--- src/rtl/bcd_pkg.sv ---
// bcd_pkg: shared types and constants for the double-dabble converter.
// Holds the FSM state type, add-3 constants and the digit-count check.
package bcd_pkg;

    typedef enum logic [1:0] {
        IDLE,
        SHIFT,
        DONE
    } bcd_state_t;

    localparam logic [3:0] ADD3_THRESH = 4'd5;
    localparam logic [3:0] ADD3_OFFSET = 4'd3;

    // True when DIGITS decimal digits can hold every DATA_W-bit value,
    // i.e. 10^digits > 2^data_w.
    function automatic bit bcd_dims_ok(input int data_w, input int digits);
        longint unsigned p10;
        longint unsigned p2;
        p10 = 1;
        p2  = 1;
        for (int i = 0; i < digits; i++) p10 = p10 * 10;
        for (int i = 0; i < data_w; i++) p2 = p2 * 2;
        return p10 > p2;
    endfunction

endpackage

--- src/rtl/bcd_digit_adj.sv ---
// bcd_digit_adj: one-digit double-dabble correction (add 3 when >= 5).
// Ports: din - current BCD digit; dout - corrected digit.
module bcd_digit_adj
    import bcd_pkg::*;
(
    input  logic [3:0] din,
    output logic [3:0] dout
);

    always_comb begin
        dout = din;
        if (din >= ADD3_THRESH) dout = din + ADD3_OFFSET;
    end

endmodule

--- src/rtl/bcd_dabble_conv.sv ---
// bcd_dabble_conv: serial binary-to-BCD converter, one bit per clock.
// Ports: clk, rst_n (sync, active-low); in_valid/in_ready/in_data/in_ch
// sample side; out_valid/out_ready/out_bcd/out_sign/out_ch result side.
// Build macro BCD_SIGNED_EN: in_data is two's complement and out_sign
// reports negative samples; otherwise unsigned with out_sign = 0.
module bcd_dabble_conv
    import bcd_pkg::*;
#(
    parameter int DATA_W = 16,
    parameter int DIGITS = 5,
    parameter int CH_W   = 3
) (
    input  logic                  clk,
    input  logic                  rst_n,
    input  logic                  in_valid,
    output logic                  in_ready,
    input  logic [DATA_W-1:0]     in_data,
    input  logic [CH_W-1:0]       in_ch,
    output logic                  out_valid,
    input  logic                  out_ready,
    output logic [4*DIGITS-1:0]   out_bcd,
    output logic                  out_sign,
    output logic [CH_W-1:0]       out_ch
);

    localparam int CNT_W = $clog2(DATA_W + 1);
    localparam int BCD_W = 4 * DIGITS;
    localparam logic [CNT_W-1:0] LAST = CNT_W'(DATA_W - 1);

    if (!bcd_dims_ok(DATA_W, DIGITS)) begin : g_bad_dims
        $error("bcd_dabble_conv: DIGITS too small for DATA_W");
    end

    bcd_state_t          state;
    bcd_state_t          state_next;
    logic [CNT_W-1:0]    cnt;
    logic [DATA_W-1:0]   mag;
    logic [BCD_W-1:0]    digits;
    logic [BCD_W-1:0]    digits_adj;
    logic [BCD_W-1:0]    digits_next;
    logic [DATA_W-1:0]   mag_next;
    logic                sign_cap;
    logic [CH_W-1:0]     ch_cap;
    logic [DATA_W-1:0]   in_mag;
    logic                in_neg;
    logic                accept;
    logic                last_shift;

    always_comb begin
        in_mag = in_data;
        in_neg = 1'b0;
`ifdef BCD_SIGNED_EN
        if (in_data[DATA_W-1]) begin
            in_neg = 1'b1;
            in_mag = ~in_data + DATA_W'(1);
        end
`endif
    end

    for (genvar g = 0; g < DIGITS; g++) begin : g_adj
        bcd_digit_adj u_adj (
            .din  (digits[4*g +: 4]),
            .dout (digits_adj[4*g +: 4])
        );
    end

    // Corrected digits and magnitude shift left as one long register.
    assign {digits_next, mag_next} = {digits_adj, mag} << 1;

    assign accept     = (state == IDLE) && in_valid && in_ready;
    assign last_shift = (state == SHIFT) && (cnt == LAST);

    always_ff @(posedge clk) begin
        if (!rst_n) state <= IDLE;
        else        state <= state_next;
    end

    always_comb begin
        state_next = state;
        unique case (state)
            IDLE:    if (accept)     state_next = SHIFT;
            SHIFT:   if (last_shift) state_next = DONE;
            DONE:    if (out_ready)  state_next = IDLE;
            default:                 state_next = IDLE;
        endcase
    end

    always_ff @(posedge clk) begin
        if (!rst_n) begin
            in_ready  <= 1'b0;
            out_valid <= 1'b0;
            out_bcd   <= '0;
            out_sign  <= 1'b0;
            out_ch    <= '0;
            cnt       <= '0;
            digits    <= '0;
            mag       <= '0;
            sign_cap  <= 1'b0;
            ch_cap    <= '0;
        end else begin
            in_ready  <= (state_next == IDLE);
            out_valid <= (state_next == DONE);
            if (accept) begin
                mag      <= in_mag;
                sign_cap <= in_neg;
                ch_cap   <= in_ch;
                digits   <= '0;
                cnt      <= '0;
            end else if (state == SHIFT) begin
                digits <= digits_next;
                mag    <= mag_next;
                cnt    <= cnt + CNT_W'(1);
                if (last_shift) begin
                    out_bcd  <= digits_next;
                    out_sign <= sign_cap;
                    out_ch   <= ch_cap;
                end
            end
        end
    end

endmodule

--- config.mk ---
export PLATFORM = sky130hd
export DESIGN_NAME = bcd_dabble_conv
export DESIGN_NICKNAME = d
export VERILOG_FILES = /design/src/rtl/bcd_pkg.sv /design/src/rtl/bcd_digit_adj.sv /design/src/rtl/bcd_dabble_conv.sv
export SDC_FILE = /design/constraint.sdc
export NUM_CORES = 1
export LEC_CHECK = 0
export CAP_MARGIN = 20
export CORE_MARGIN = 2
export CORE_UTILIZATION = 45
export CTS_BUF_LIST = sky130_fd_sc_hd__clkbuf_16
export CTS_CLUSTER_SIZE = 28
export DETAILED_ROUTE_END_ITERATION = 12
export DONT_BUFFER_PORTS = 1
export SLEW_MARGIN = 20
export SYNTH_ARGS = -nofsm -noshare
export SYNTH_HDL_FRONTEND = slang
export SYNTH_SLANG_ARGS = --single-unit
--- constraint.sdc ---
create_clock -name clk -period 2.75 [get_ports clk]
set_clock_uncertainty 0.15 [all_clocks]
set_input_delay 0.4125 -clock clk [delete_from_list [all_inputs] [get_ports clk]]
set_output_delay 0.4125 -clock clk [all_outputs]
set_load 0.01 [all_outputs]
* Yosys cells after proc, flatten, opt, wreduce, memory -nomap -nowiden
Index checks and enable logic that the tools add are counted.
W data, S select, Z words.
** Storage, ports and cells
- Register bits :: 71
** Cells by class
- Bitwise operators :: 2
- $lt $le $gt $ge :: 5
- Reduce and logical (&&, ||, !) cells :: 8
- $add $sub $neg :: 6
- Eq/ne operators :: 4
- Multiplexer cells :: 11
** Operators by type and width (count)
- $mux W16 :: 2
- $ge A4 B3 Y1 const B :: 5
- $add A4 B2 Y4 const B :: 4
- $mux W4 :: 4
- $mux W2 :: 3
- $pmux W2 S3 :: 1
- $add A5 B1 Y5 const B :: 1
- $eq A5 B4 Y1 const B :: 1
- $eq A2 B2 Y1 const B :: 2
- $logic_not A2 Y1 :: 2
- $add A3 B2 Y3 const B :: 1
- $logic_and A1 B1 Y1 :: 3
- $mux W3 :: 1
- $reduce_and A3 Y1 :: 1
- $eq A2 B1 Y1 const B :: 1
- $not A1 Y1 :: 2
- $reduce_bool A2 Y1 :: 1
- $reduce_or A2 Y1 :: 1

* Depth between registers and ports, before layout
- Depth in word-level cells :: 6
- Gate-level depth with buffers :: 8
- Gate-level depth less buffers :: 6

* By module
A second synthesis with hierarchy kept.
** Second synthesis, totals
- Cell total of the unflattened synthesis :: 395
- Area, all modules :: 3221.8 um2
** Modules (own cells, without submodules)
- bcd_dabble_conv :: sequential area each 1421.4 um2, times used 1, area each 2715.1 um2, cells an instance 315
- bcd_digit_adj :: sequential area each 0.0 um2, times used 5, area each 101.3 um2, cells an instance 16

* Worst setup path before layout
OpenSTA, ideal clock, no wires.
- Kind :: reg-to-reg
- Start :: register cnt[0]
- End :: register state[1]
- Buffers on the path :: 2
- Path slack :: 1.035 ns
- Data arrival time :: 1.451 ns
- Required time :: 2.485 ns
- Stages on the path, launching flop included :: 8
- Path through :: dfxtp_1 ha_1 and3_1 ha_1 and2_4 buf_8 buf_6 o21a_1
** Between the ends
- Cells in the longest elaborated chain, start to end :: 4
** RTL lines
- from (decl) :: line bcd_dabble_conv.sv:36 : logic [CNT_W-1:0] cnt;
- from (signal assigned) :: line bcd_dabble_conv.sv:112 : cnt <= cnt + CNT_W'(1);
- $eq A5 B4 Y1 :: line bcd_dabble_conv.sv:71 : assign last_shift = (state == SHIFT) && (cnt == LAST);
- $logic_and A1 B1 Y1 :: line bcd_dabble_conv.sv:71
- $mux W2 :: line bcd_dabble_conv.sv:82 : SHIFT: if (last_shift) state_next = DONE;
- $pmux W2 S3 :: line bcd_dabble_conv.sv:80 : unique case (state)
- to (signal assigned) :: line bcd_dabble_conv.sv:75 : else state <= state_next;
- to (decl) :: line bcd_dabble_conv.sv:34 : bcd_state_t state;
Every way passes these cells.
A chain may end at the register's enable or synchronous reset.

* Worst setup path in the final report
- Start :: register cnt[0]
- End :: register out_bcd[18]
** Between the ends
- Cells in the longest elaborated chain, start to end :: 3
** RTL lines
- $eq A5 B4 Y1 :: line bcd_dabble_conv.sv:71
- $logic_and A1 B1 Y1 :: line bcd_dabble_conv.sv:71
- $reduce_and A3 Y1 (no line)
- to (signal assigned) :: line bcd_dabble_conv.sv:114 : out_bcd <= digits_next;
- to (decl) :: line bcd_dabble_conv.sv:21 : output logic [4*DIGITS-1:0] out_bcd,
Every way passes these cells.

==> impl_results.md <==
* Status: finished clean
* Routability Congestion at 0.7290
* Post-DP HPWL at 4183 um
* Clock transition at path regs at 60 ps
* Synth Instances at 347
* Leakage at 1.148 nW
* Die Span Y at 88.44 um
* Num CTS Buffers at 9
* Largest net degree at the start of global routing at 49
* Most common cell after layout, fill and taps aside: dfxtp_1
* Crit path DAT at 1960 ps
* Chip width at 88.44 um
* R2r startpoint: cnt[0]
* Setup-failing EPs final at 0
* Register-to-Register Setup Slack at 900 ps
* Met3 Usage GRT at 0.04478
* Hold-fix buffers, CTS at 0
* Site Rows at 30
* Root Driver: clkbuf_16
* #FFs+latches synth at 71
* First-pass DRT Iterations at 6
* VDD IR max at 0.3146 mV
* CP Max Fanout at 25
* TNS Setup at 0 ps
* Worst r2r dst: out_bcd[18]
* Met2 GRT Util at 0.2925
* DRT iter0 DRCs at 87
* First-pass GRT wire length at 10580 um
* CP most frequent cell: ha_1
* Initial core utilization at 0.4696
* Max Buffers Root-to-Sink at 2
* Top cell type's share of synthesized area at 0.4431
* Yosys warns at 0
* GR peak layer: met2
* Wire length per cell at 14.65 um
* Final wirelength at 6448 um
* Syn avg cell area at 9.245 um^2
* Die area at 7821 um^2
* Share of cells above drive strength 1 at 0.1395
* N_diodes at 0
* Slew HR at 0.5425
* Clk Latency, worst-skew pair at 330 ps
* Hold Path Depth at 2
* Most frequent cells in the layout: 71 x dfxtp_1, 46 x nand2_1, 21 x a21oi_1, 18 x o21ai_0, 16 x nand3_1
* Final Instance Count excl. Fillers at 440
* Cell Pwr Density at 673.5 nW/um^2
* Setup ws final at 899.5 ps
* CTS tree: yes
* Remaining DRCs at 0
* Met1 usage at 0.2215
* HP Start: rst_n
* DP Cell Count at 424
* Worst setup path category: register to register
* CP required at 2860 ps
* I/O pin count at 49
* Core ar. at 6832 um^2
* Vias at 2368
* Antenna violations before repair at 0
* Critical Path, Cell by Cell: ha_1 -> and3_1 -> ha_1 -> and2_4 -> nand2_4 -> o21ai_0
* CTS sink cnt at 71
* Slowest CP cell: and2_4
* Final worst-path cycle share at 0.6729
* Sequential fraction of the synthesis area at 0.4431
* PostCTS Resize Cnt at 0
* Fin util at 0.5071
* Vias per inst at 5.382
* Fmax at 540.4 MHz
* Post-synth top area cell: dfxtp_1
* Actual slew at the worst max-slew pin at 686.2 ps
* Fin Hold WS at 49.63 ps
* Reg2Reg Depth at 6
* Max-slew violations at 0
* Hold Path End: out_bcd[11]
* Startpoint Class: register
* Endpoint type of the worst setup path: register
* H-Tree Level Count at 3
* Area contributors post-synth: dfxtp_1 44%, nand2_1 5.4%, ha_1 4.7%
* Max cap viols at 0
* GRT Overall Usage at 0.1791
* Synth unique cells at 42
* CP max stage delay at 420 ps
* Routed Antenna Nets at 0
* RSZ-0062 raised after global routing: no
* Port bufs at 0
* Vias in the first global route at 2193
* Final Net Count at 374
* Min-Delay Path Class: input pin to register
* Setup WS pre-CTS at 887.0 ps
* Setup bufs post-CTS at 0
* Overflow left after global routing at 0
* Synth-to-Final Area Change at 7.995%
* Final Hold Viols at 0
* Synthesized area at 3208 um^2
* Final min period at 1851 ps
* Syn nets at 382
-- layout make-up --
type	count	area, um^2
Timing Repair Buffer	2	15.01
Inverter	11	41.29
Clock buffer	9	225.2
Fill cell	663	3367
Sequential cell	71	1421
Multi-Input combinational cell	244	1578
Tap cell	96	120.1
Clock inverter	7	63.81
-- worst max path at each step --
stage	from	endpoint	slack, ps	cells past startpoint
after floorplan	cnt[0]	state[1]	1030	7
after detailed placement	cnt[0]	out_bcd[18]	890	6
after CTS	cnt[0]	out_bcd[18]	880	6
after global placement	cnt[0]	out_bcd[0]	970	6
after global routing	cnt[0]	out_bcd[6]	710	6
final	cnt[0]	out_bcd[18]	900	6
-- cell usage after synthesis (all sizes together) --
library cell  instances
a211oi                5
a21boi               23
a21oi                30
a22oi                15
and2                  2
and3                  1
and4bb                1
buf                  18
clkbuf                3
conb                  1
dfxtp                71
ha                   12
inv                  11
mux2                  5
nand2                48
nand2b                5
nand3                18
nand4                 1
nor2                 16
nor2b                 1
nor3                  1
nor3b                 9
o21a                  3
o21ai                28
o22ai                10
or2b                  1
xnor2                 6
xor2                  2
-- metal layers --
layer  vias to the layer above  part of all wire
li1                       1203                 -
met1                      1115              0.46
met2                        39              0.48
met3                        11             0.039
met4                         0             0.020
met5                         -                 0
-- critical path, delay by kind of cell (launching register included) --
kind,cells,cell delay [ps]
flip-flops,1,370
AND/OR/NAND/NOR,3,730
AO/OA/AOI/OAI,1,190
adder cells (fa/ha/maj),2,340
-- kinds of logic (layout without fill, tap and decap cells) --
kind of cell,Yosys count,count (layout),synth area share
and+or+nand+nor,104,104,0.1642
other,1,1,0.001169
buffers and inverters,32,29,0.06513
DFF,71,71,0.4431
muxes,5,5,0.01755
AOI/OAI and AO/OA,114,114,0.2403
xor gates and xnor gates,8,8,0.02184
adders and majority gates,12,12,0.04680
-- stage by stage --
stage	total power, mW	instance area [um^2]
after floorplan	1.230	3208
after global placement	1.233	3176
after detailed placement	1.238	3176
final	2.334	3465
after global routing	2.412	3465
after CTS	2.352	3465
-- where the power goes --
part	internal, mW	leakage, nW	switching, mW
logic	0.0519	0.434	0.0881
clock network	0.693	0.140	0.426
registers	1.06	0.574	0.0189
-- sequential cells by signal, summed over array words and instances (netlist names) --
signal / flops
cnt: 5
state: 2
digits: 20
out_bcd: 20
out_ch: 3
mag: 16
ch_cap: 3
out_valid: 1
in_ready: 1
No activity file was read; power rests on OpenSTA's default activity.
